==> src/rtl/fifo_rd_stream_pkg.sv <==
// Shared types for the async-FIFO read-side stream adapter.
// Holds the head/skid occupancy enum and the delivered-word counter width.
package fifo_rd_stream_pkg;

   localparam int CNT_W = 32;

   typedef enum logic [1:0] {
      EMPTY = 2'd0,
      ONE   = 2'd1,
      TWO   = 2'd2
   } occ_state_e;

   function automatic logic [1:0] occ_count(input occ_state_e s);
      case (s)
         ONE:     return 2'd1;
         TWO:     return 2'd2;
         default: return 2'd0;
      endcase
   endfunction

endpackage

==> src/rtl/stream_skid_buf.sv <==
// Two-entry head/skid holding buffer between the FIFO read port and the stream.
// Head drives the stream; skid absorbs a word that lands while head is still held.
module stream_skid_buf
   import fifo_rd_stream_pkg::*;
#(
   parameter int DSIZE = 8
) (
   input  logic             clk,
   input  logic             rst_n,
   input  logic             cap_valid,
   input  logic [DSIZE-1:0] cap_data,
   input  logic             out_ready,
   output logic [DSIZE-1:0] out_data,
   output logic             out_valid,
   output logic             pop,
   output logic [1:0]       occ
);

   occ_state_e       state_q, state_d;
   logic [DSIZE-1:0] head_q, head_d;
   logic [DSIZE-1:0] skid_q, skid_d;

   assign out_valid = (state_q != EMPTY);
   assign out_data  = head_q;
   assign pop       = out_valid && out_ready;
   assign occ       = occ_count(state_q);

   always_comb begin
      state_d = state_q;
      unique case (state_q)
         EMPTY: if (cap_valid) state_d = ONE;
         ONE: begin
            if (cap_valid && !pop)      state_d = TWO;
            else if (!cap_valid && pop) state_d = EMPTY;
         end
         TWO: if (!cap_valid && pop) state_d = ONE;
         default: state_d = EMPTY;
      endcase
   end

   // A popped skid word moves up to head; a new word goes to head only if head is free after the pop.
   always_comb begin
      head_d = head_q;
      skid_d = skid_q;
      if (pop && state_q == TWO) begin
         head_d = skid_q;
         if (cap_valid) skid_d = cap_data;
      end else if (cap_valid) begin
         if (state_q == EMPTY || pop) head_d = cap_data;
         else                         skid_d = cap_data;
      end
   end

   always_ff @(posedge clk or negedge rst_n) begin
      if (!rst_n) begin
         state_q <= EMPTY;
         head_q  <= '0;
         skid_q  <= '0;
      end else begin
         state_q <= state_d;
         head_q  <= head_d;
         skid_q  <= skid_d;
      end
   end

endmodule

==> src/rtl/fifo_rd_stream.sv <==
// Async-FIFO read side to valid/ready stream adapter with a head/skid buffer.
// Optional delivered-word counter on port word_cnt when FIFO_RD_STREAM_CNT_EN is defined.
module fifo_rd_stream
   import fifo_rd_stream_pkg::*;
#(
   parameter int DSIZE = 8
) (
   input  logic             rclk,
   input  logic             rrst_n,
   input  logic [DSIZE-1:0] rdata,
   input  logic             rempty,
   output logic             rinc,
   output logic [DSIZE-1:0] m_tdata,
   output logic             m_tvalid,
   input  logic             m_tready
`ifdef FIFO_RD_STREAM_CNT_EN
   ,
   output logic [CNT_W-1:0] word_cnt
`endif
);

   logic       pend_q, pend_d;
   logic       pop;
   logic [1:0] occ;
   logic [2:0] fill_after;

   stream_skid_buf #(
      .DSIZE(DSIZE)
   ) u_buf (
      .clk       (rclk),
      .rst_n     (rrst_n),
      .cap_valid (pend_q),
      .cap_data  (rdata),
      .out_ready (m_tready),
      .out_data  (m_tdata),
      .out_valid (m_tvalid),
      .pop       (pop),
      .occ       (occ)
   );

   // Count the word already in flight so a read is only issued when a slot is guaranteed.
   always_comb begin
      fill_after = {1'b0, occ} + {2'b00, pend_q} - {2'b00, pop};
      rinc       = !rempty && (fill_after < 3'd2);
      pend_d     = rinc;
   end

   always_ff @(posedge rclk or negedge rrst_n) begin
      if (!rrst_n) pend_q <= 1'b0;
      else         pend_q <= pend_d;
   end

`ifdef FIFO_RD_STREAM_CNT_EN
   logic [CNT_W-1:0] cnt_q, cnt_d;

   always_comb begin
      cnt_d = cnt_q;
      if (pop) cnt_d = cnt_q + CNT_W'(1);
   end

   always_ff @(posedge rclk or negedge rrst_n) begin
      if (!rrst_n) cnt_q <= '0;
      else         cnt_q <= cnt_d;
   end

   assign word_cnt = cnt_q;
`endif

endmodule

==> config.mk <==
export PLATFORM = sky130hd
export DESIGN_NAME = fifo_rd_stream
export DESIGN_NICKNAME = d
export VERILOG_FILES = /design/src/rtl/fifo_rd_stream_pkg.sv /design/src/rtl/stream_skid_buf.sv /design/src/rtl/fifo_rd_stream.sv
export SDC_FILE = /design/constraint.sdc
export NUM_CORES = 1
export LEC_CHECK = 0
export BUFFER_PORTS_ARGS = -buffer_cell sky130_fd_sc_hd__clkbuf_2
export CAP_MARGIN = 30
export CORE_MARGIN = 5
export CORE_UTILIZATION = 40
export DETAILED_ROUTE_END_ITERATION = 6
export PLACE_DENSITY_LB_ADDON = 0.2
export SLEW_MARGIN = 0
export SYNTH_ARGS = -nofsm -noshare
export SYNTH_HDL_FRONTEND = slang
export SYNTH_SLANG_ARGS = --single-unit
==> constraint.sdc <==
create_clock -name rclk -period 3.3 [get_ports rclk]
set_input_delay 0.33 -clock rclk [delete_from_list [all_inputs] [get_ports rclk]]
set_output_delay 0.33 -clock rclk [all_outputs]
set_load 0.1 [all_outputs]
Yosys cells after proc, flatten, opt, wreduce, memory -nomap -nowiden
Index checks and enable logic that the tools add are counted.
{ "totals": {"reg_bits": 19, "out_inout_bits": 10, "in_bits": 12} }
{ "classes": {"muxes": 13, "n_reduce_logical": 16, "addsub": 2, "n_eq_ne": 6, "order_cmp": 1} }
{ "op_table": {"columns": ["cell", "n"], "rows": [
  ["two-way mux 8 bit", 7],
  ["two-way mux 2 bit", 4],
  ["one-hot mux 2 bit (3 select lines)", 1],
  ["nonzero test 2 bit", 3],
  ["logical AND 1 bit", 5],
  ["inequality test 2 x 1 -> 1 bit (second input constant)", 2],
  ["one-hot mux 2 bit (2 select lines)", 1],
  ["AND reduction 2 bit", 2],
  ["adder 2 x 1 -> 3 bit", 1],
  ["zero test 1 bit", 3],
  ["less-than comparator 3 x 2 -> 1 bit (second input constant)", 1],
  ["inequality test 3 x 1 -> 1 bit (second input constant)", 1],
  ["AND reduction 3 bit", 1],
  ["subtractor 3 x 1 -> 3 bit", 1],
  ["== test 2 x 1 -> 1 bit (second input constant)", 1],
  ["== test 2 bit (second input constant)", 1],
  ["zero test 2 bit", 1],
  ["inequality test 2 bit (second input constant)", 1],
  ["logical OR 1 bit", 1]
]} }

Longest topological paths before layout
{ "depth": {"ltp_word": 6, "ltp_mapped": 5} }

Cells and area by module
Synthesis repeated with hierarchy kept, for this count alone.
{ "unflattened": {"cells_unflattened": 86, "hier_area_um2": 989.7} }
{ "modules_own_cells": {"columns": ["mod", "seq_area_each_um2", "area_each_um2", "n_inst", "cells_each"], "rows": [
  ["stream_skid_buf", 450.4, 900.9, 1, 79],
  ["fifo_rd_stream", 25.0, 88.8, 1, 7]
]} }

Worst setup path before layout
No wires, ideal clock.
{ "synth_timing": {"path_type": "register to register", "start": "register u_buf.state_q[1]", "end": "register pend_q", "setup_ns": 0.358, "t_required_ns": 2.942, "arrival_ns": 3.551, "period_less_slack_ns": 3.910, "path_slack_ns": -0.610, "path_stages_with_launch": 6, "path_cell_list": "dfrtp_1 nor3b_1 o21ai_0 fa_1 xor2_1 nor3b_1"} }
{ "synth_between": {"elab_chain_len": 6} }
{ "synth_lines": {"columns": ["item", "line", "text"], "rows": [
  ["from (decl)", "stream_skid_buf.sv:19", "occ_state_e state_q, state_d;"],
  ["from (signal assigned)", "stream_skid_buf.sv:60", "state_q <= state_d;"],
  ["== test 2 bit or == test 2 x 1 -> 1 bit (tied branches)", "fifo_rd_stream_pkg.sv:14", "case (s)"],
  ["one-hot mux 2 bit (2 select lines)", "fifo_rd_stream_pkg.sv:14", null],
  ["adder 2 x 1 -> 3 bit", "fifo_rd_stream.sv:43", "fill_after = {1'b0, occ} + {2'b00, pend_q} - {2'b00, pop};"],
  ["subtractor 3 x 1 -> 3 bit *", "fifo_rd_stream.sv:43", null],
  ["less-than comparator 3 x 2 -> 1 bit *", "fifo_rd_stream.sv:44", "rinc = !rempty && (fill_after < 3'd2);"],
  ["logical AND 1 bit *", "fifo_rd_stream.sv:44", null],
  ["net rinc", "fifo_rd_stream.sv:12", "output logic rinc,"],
  ["to (signal assigned)", "fifo_rd_stream.sv:50", "else pend_q <= pend_d;"],
  ["to (decl)", "fifo_rd_stream.sv:22", "logic pend_q, pend_d;"]
]} }
The timed path passes the listed nets; every way through them passes the cells marked *.
A chain may end at the register's enable or synchronous reset.

Worst setup path after layout
{ "layout_timing": {"start": "register u_buf.state_q[1]", "end": "output port rinc"} }
{ "layout_between": {"elab_chain_len": 6} }
{ "layout_lines": {"columns": ["item", "line"], "rows": [
  ["== test 2 bit or == test 2 x 1 -> 1 bit (tied branches)", "fifo_rd_stream_pkg.sv:14"],
  ["one-hot mux 2 bit (2 select lines)", "fifo_rd_stream_pkg.sv:14"],
  ["adder 2 x 1 -> 3 bit", "fifo_rd_stream.sv:43"],
  ["subtractor 3 x 1 -> 3 bit *", "fifo_rd_stream.sv:43"],
  ["less-than comparator 3 x 2 -> 1 bit *", "fifo_rd_stream.sv:44"],
  ["logical AND 1 bit *", "fifo_rd_stream.sv:44"],
  ["to (decl)", "fifo_rd_stream.sv:12"]
]} }
Every way passes the cells marked *; elsewhere a longest branch is shown, timed or not.

==> out/results.ini <==
[cells_and_area]
drive_above_1_share_pct=36.2
area_growth_pct=17.7
final_cells=133
multiInputGateArea_sq_um=372
finalNetCount=119
num-fill-cells=217
seq_area_sq_um=475
diodes=0

[timing]
drv_slew=0
timing.fmax_mhz=372
skew_ns=0.00648
fin_crit_sh_pct=81.6
finalHoldViolations=0
fin_crit_ns=2.69
max-slew-margin-rel_pct=63.8
setup_violations=0
fin_tns_setup_ns=0
rsz0062_at_grt=false
tightestPinTransition_ns=0.545

[die]
initial_core_util_pct=41.8
die_w_um=58.1
dieArea_sq_um=3370
io_pins=22
rows=17
core-area_sq_um=2210
dieHeight_um=58.1

[clocking]
ctsResizeCount=0
clock-root-buffer=clkbuf_4
cts_tree=built
path_clk_slew_ns=0.12
h-tree-depth=1
cts_buffer_depth=2
insertion_delay_ns=0.30
cts_buffers=3
clock_sinks=19

[setup_path]
worstPathMaxFanout=7
setup.worst_path.class=register to primary output
required_ns=2.97
r2r_slack_ns=1.65
critPathMaxStageDelay_ns=0.48
endpoint_kind=primary output
r2r-start=u_buf.state_q[1]$_DFFE_PN0P_
r2r_cells=5
path_cells=nor3b_1 > o21ai_0 > fa_1 > xor2_1 > nor3b_2 > clkbuf_2
worstPathArrival_ns=2.36
startpoint=u_buf.state_q[1]$_DFFE_PN0P_
r2r-end=pend_q$_DFF_PN0_
cp-start-kind=register
cp_slowest_cell=clkbuf_2

[synth]
yosysWarnings=0
syn_inst=81
synthDistinctLibCells=23
synth-seq-area-share_pct=51.4
ys_async_sr_fraction_pct=100
synth-edff-count=0
synth_top_area_share_pct=51.4
avgSynthCellArea_sq_um=11.4
synth.most_common_cell=dfrtp_1
synth_area_leader_cell=dfrtp_1
synthTopCellsByCount=19 x dfrtp_1, 17 x inv_1, 8 x a221oi_1, 8 x nor2_1, 6 x mux2_2
synth_nets=94
synthFlopType=dfrtp_1
syn_area_sq_um=925
ys_ff_latch=19
synthTopCellsByArea=dfrtp_1 51%, a221oi_1 7.6%, mux2_2 7.3%

[place]
placedCellCount=128
gp_congestion=0.707
numPortBuffers=21
dp_hpwl_um=1210

[detailed_routing]
remaining_drc_errors=0
ant_nets=0
drt_iter0_markers=10
vias=646
wl_per_cell_um=12.7
wirelength_um=1690
dr.pass1.iters=2
vias_per_cell=4.86

[run_status]
status=finished, final reports clean

[global_route]
grt_usage_pct=11.4
grt_max_degree=20
grt_busiest_layer=met2
met1_usage_pct=13.1
grt_use_met3_pct=2.90
antenna_found_initial=0
grt_use_met2_pct=19.2
grt_pass1_vias=667
grt_pass1_wl_um=2930
grt-ovfl-total=0

[worst_hold_path]
whs_endpoint=pend_q$_DFF_PN0_
hold_class=input port to register
whs_path_depth=2
min_from=rempty

[run]
drv_cap=0

worst max-delay path, delay by kind of cell, from the launching register on:
family | cells | cell delay (ns)
flops | 1 | 0.45
compound gates | 1 | 0.13
buf+inv | 1 | 0.48
simple gates | 2 | 0.43
fa+ha+maj | 1 | 0.40
xor+xnor | 1 | 0.17
timing repair:
| action | 4_1_cts | 5_1_grt |
|---|---|---|
| endpoints found under the hold margin | 19 | 0 |
| setup buffers | 0 | 0 |
| hold buffers | 1 | 0 |
routing by layer:
| layer | wire length, um | vias to the layer above | share of wire [%] |
|---|---|---|---|
| met5 | 0 | - | 0 |
| met4 | 12 | 0 | 0.71 |
| met3 | 104 | 2 | 6.2 |
| met2 | 781 | 16 | 46 |
| met1 | 789 | 308 | 47 |
| li1 | - | 320 | - |
metrics by stage:
step / worst slack [ns] / hold slack [ns] / util, % / area [sq um]
2_1_floorplan: 0.424 / 0.0344 / - / 930
3_3_place_gp: 0.931 / 0.316 / 47.5 / 1050
3_5_place_dp: 0.897 / 0.319 / 47.5 / 1050
4_1_cts: 0.573 / 0.173 / 49.2 / 1090
5_1_grt: 0.379 / 0.180 / 49.2 / 1090
6_report: 0.609 / 0.182 / 49.2 / 1090
worst max-delay path by stage:
stage          endpoint  slack (ns)  depth (start not counted)
2_1_floorplan      rinc        0.42                          5
3_3_place_gp       rinc        0.93                          7
3_5_place_dp       rinc        0.90                          7
4_1_cts            rinc        0.57                          6
5_1_grt            rinc        0.38                          6
6_report           rinc        0.61                          6
logic make-up after synthesis:
kind of cell | synth area share, %
mux | 10.6
simple gates | 11.1
flops | 51.4
buf+inv | 8.93
xor+xnor | 1.89
fa+ha+maj | 2.17
compound gates | 13.9
state kept, by name, summed over array words and instances, names as in the netlist:
signal	cells
u_buf.state_q	2
pend_q	1
u_buf.out_data	8
u_buf.skid_q	8
final cells by class:
type | count | share of cell area [%]
flip-flops and latches | 19 | 43.7
multi-input cells | 43 | 34.1
repair buffers | 22 | 10.6
inverters | 17 | 5.86
well taps | 28 | 3.22
clock buffers | 3 | 2.07
clock inverters | 1 | 0.460
placed cells by master (no fill, tap or decap), drive strengths merged:
master and count:
dfrtp 19, or2 1, nand2 1, nor3b 2, nand3 1, inv 17
o22ai 1, and2 1, xor2 1, fa 1, a21boi 2, mux2 8
nor2 8, xnor2 1, o21bai 1, clkinv 1, nand3b 1, o21ai 3
dlygate4sd3 1, nor2b 2, a221oi 8, clkbuf 24
Power is left out: the tool's default activity adds up to more than one toggle a clock period on the data nets, which glitch-free logic cannot reach.
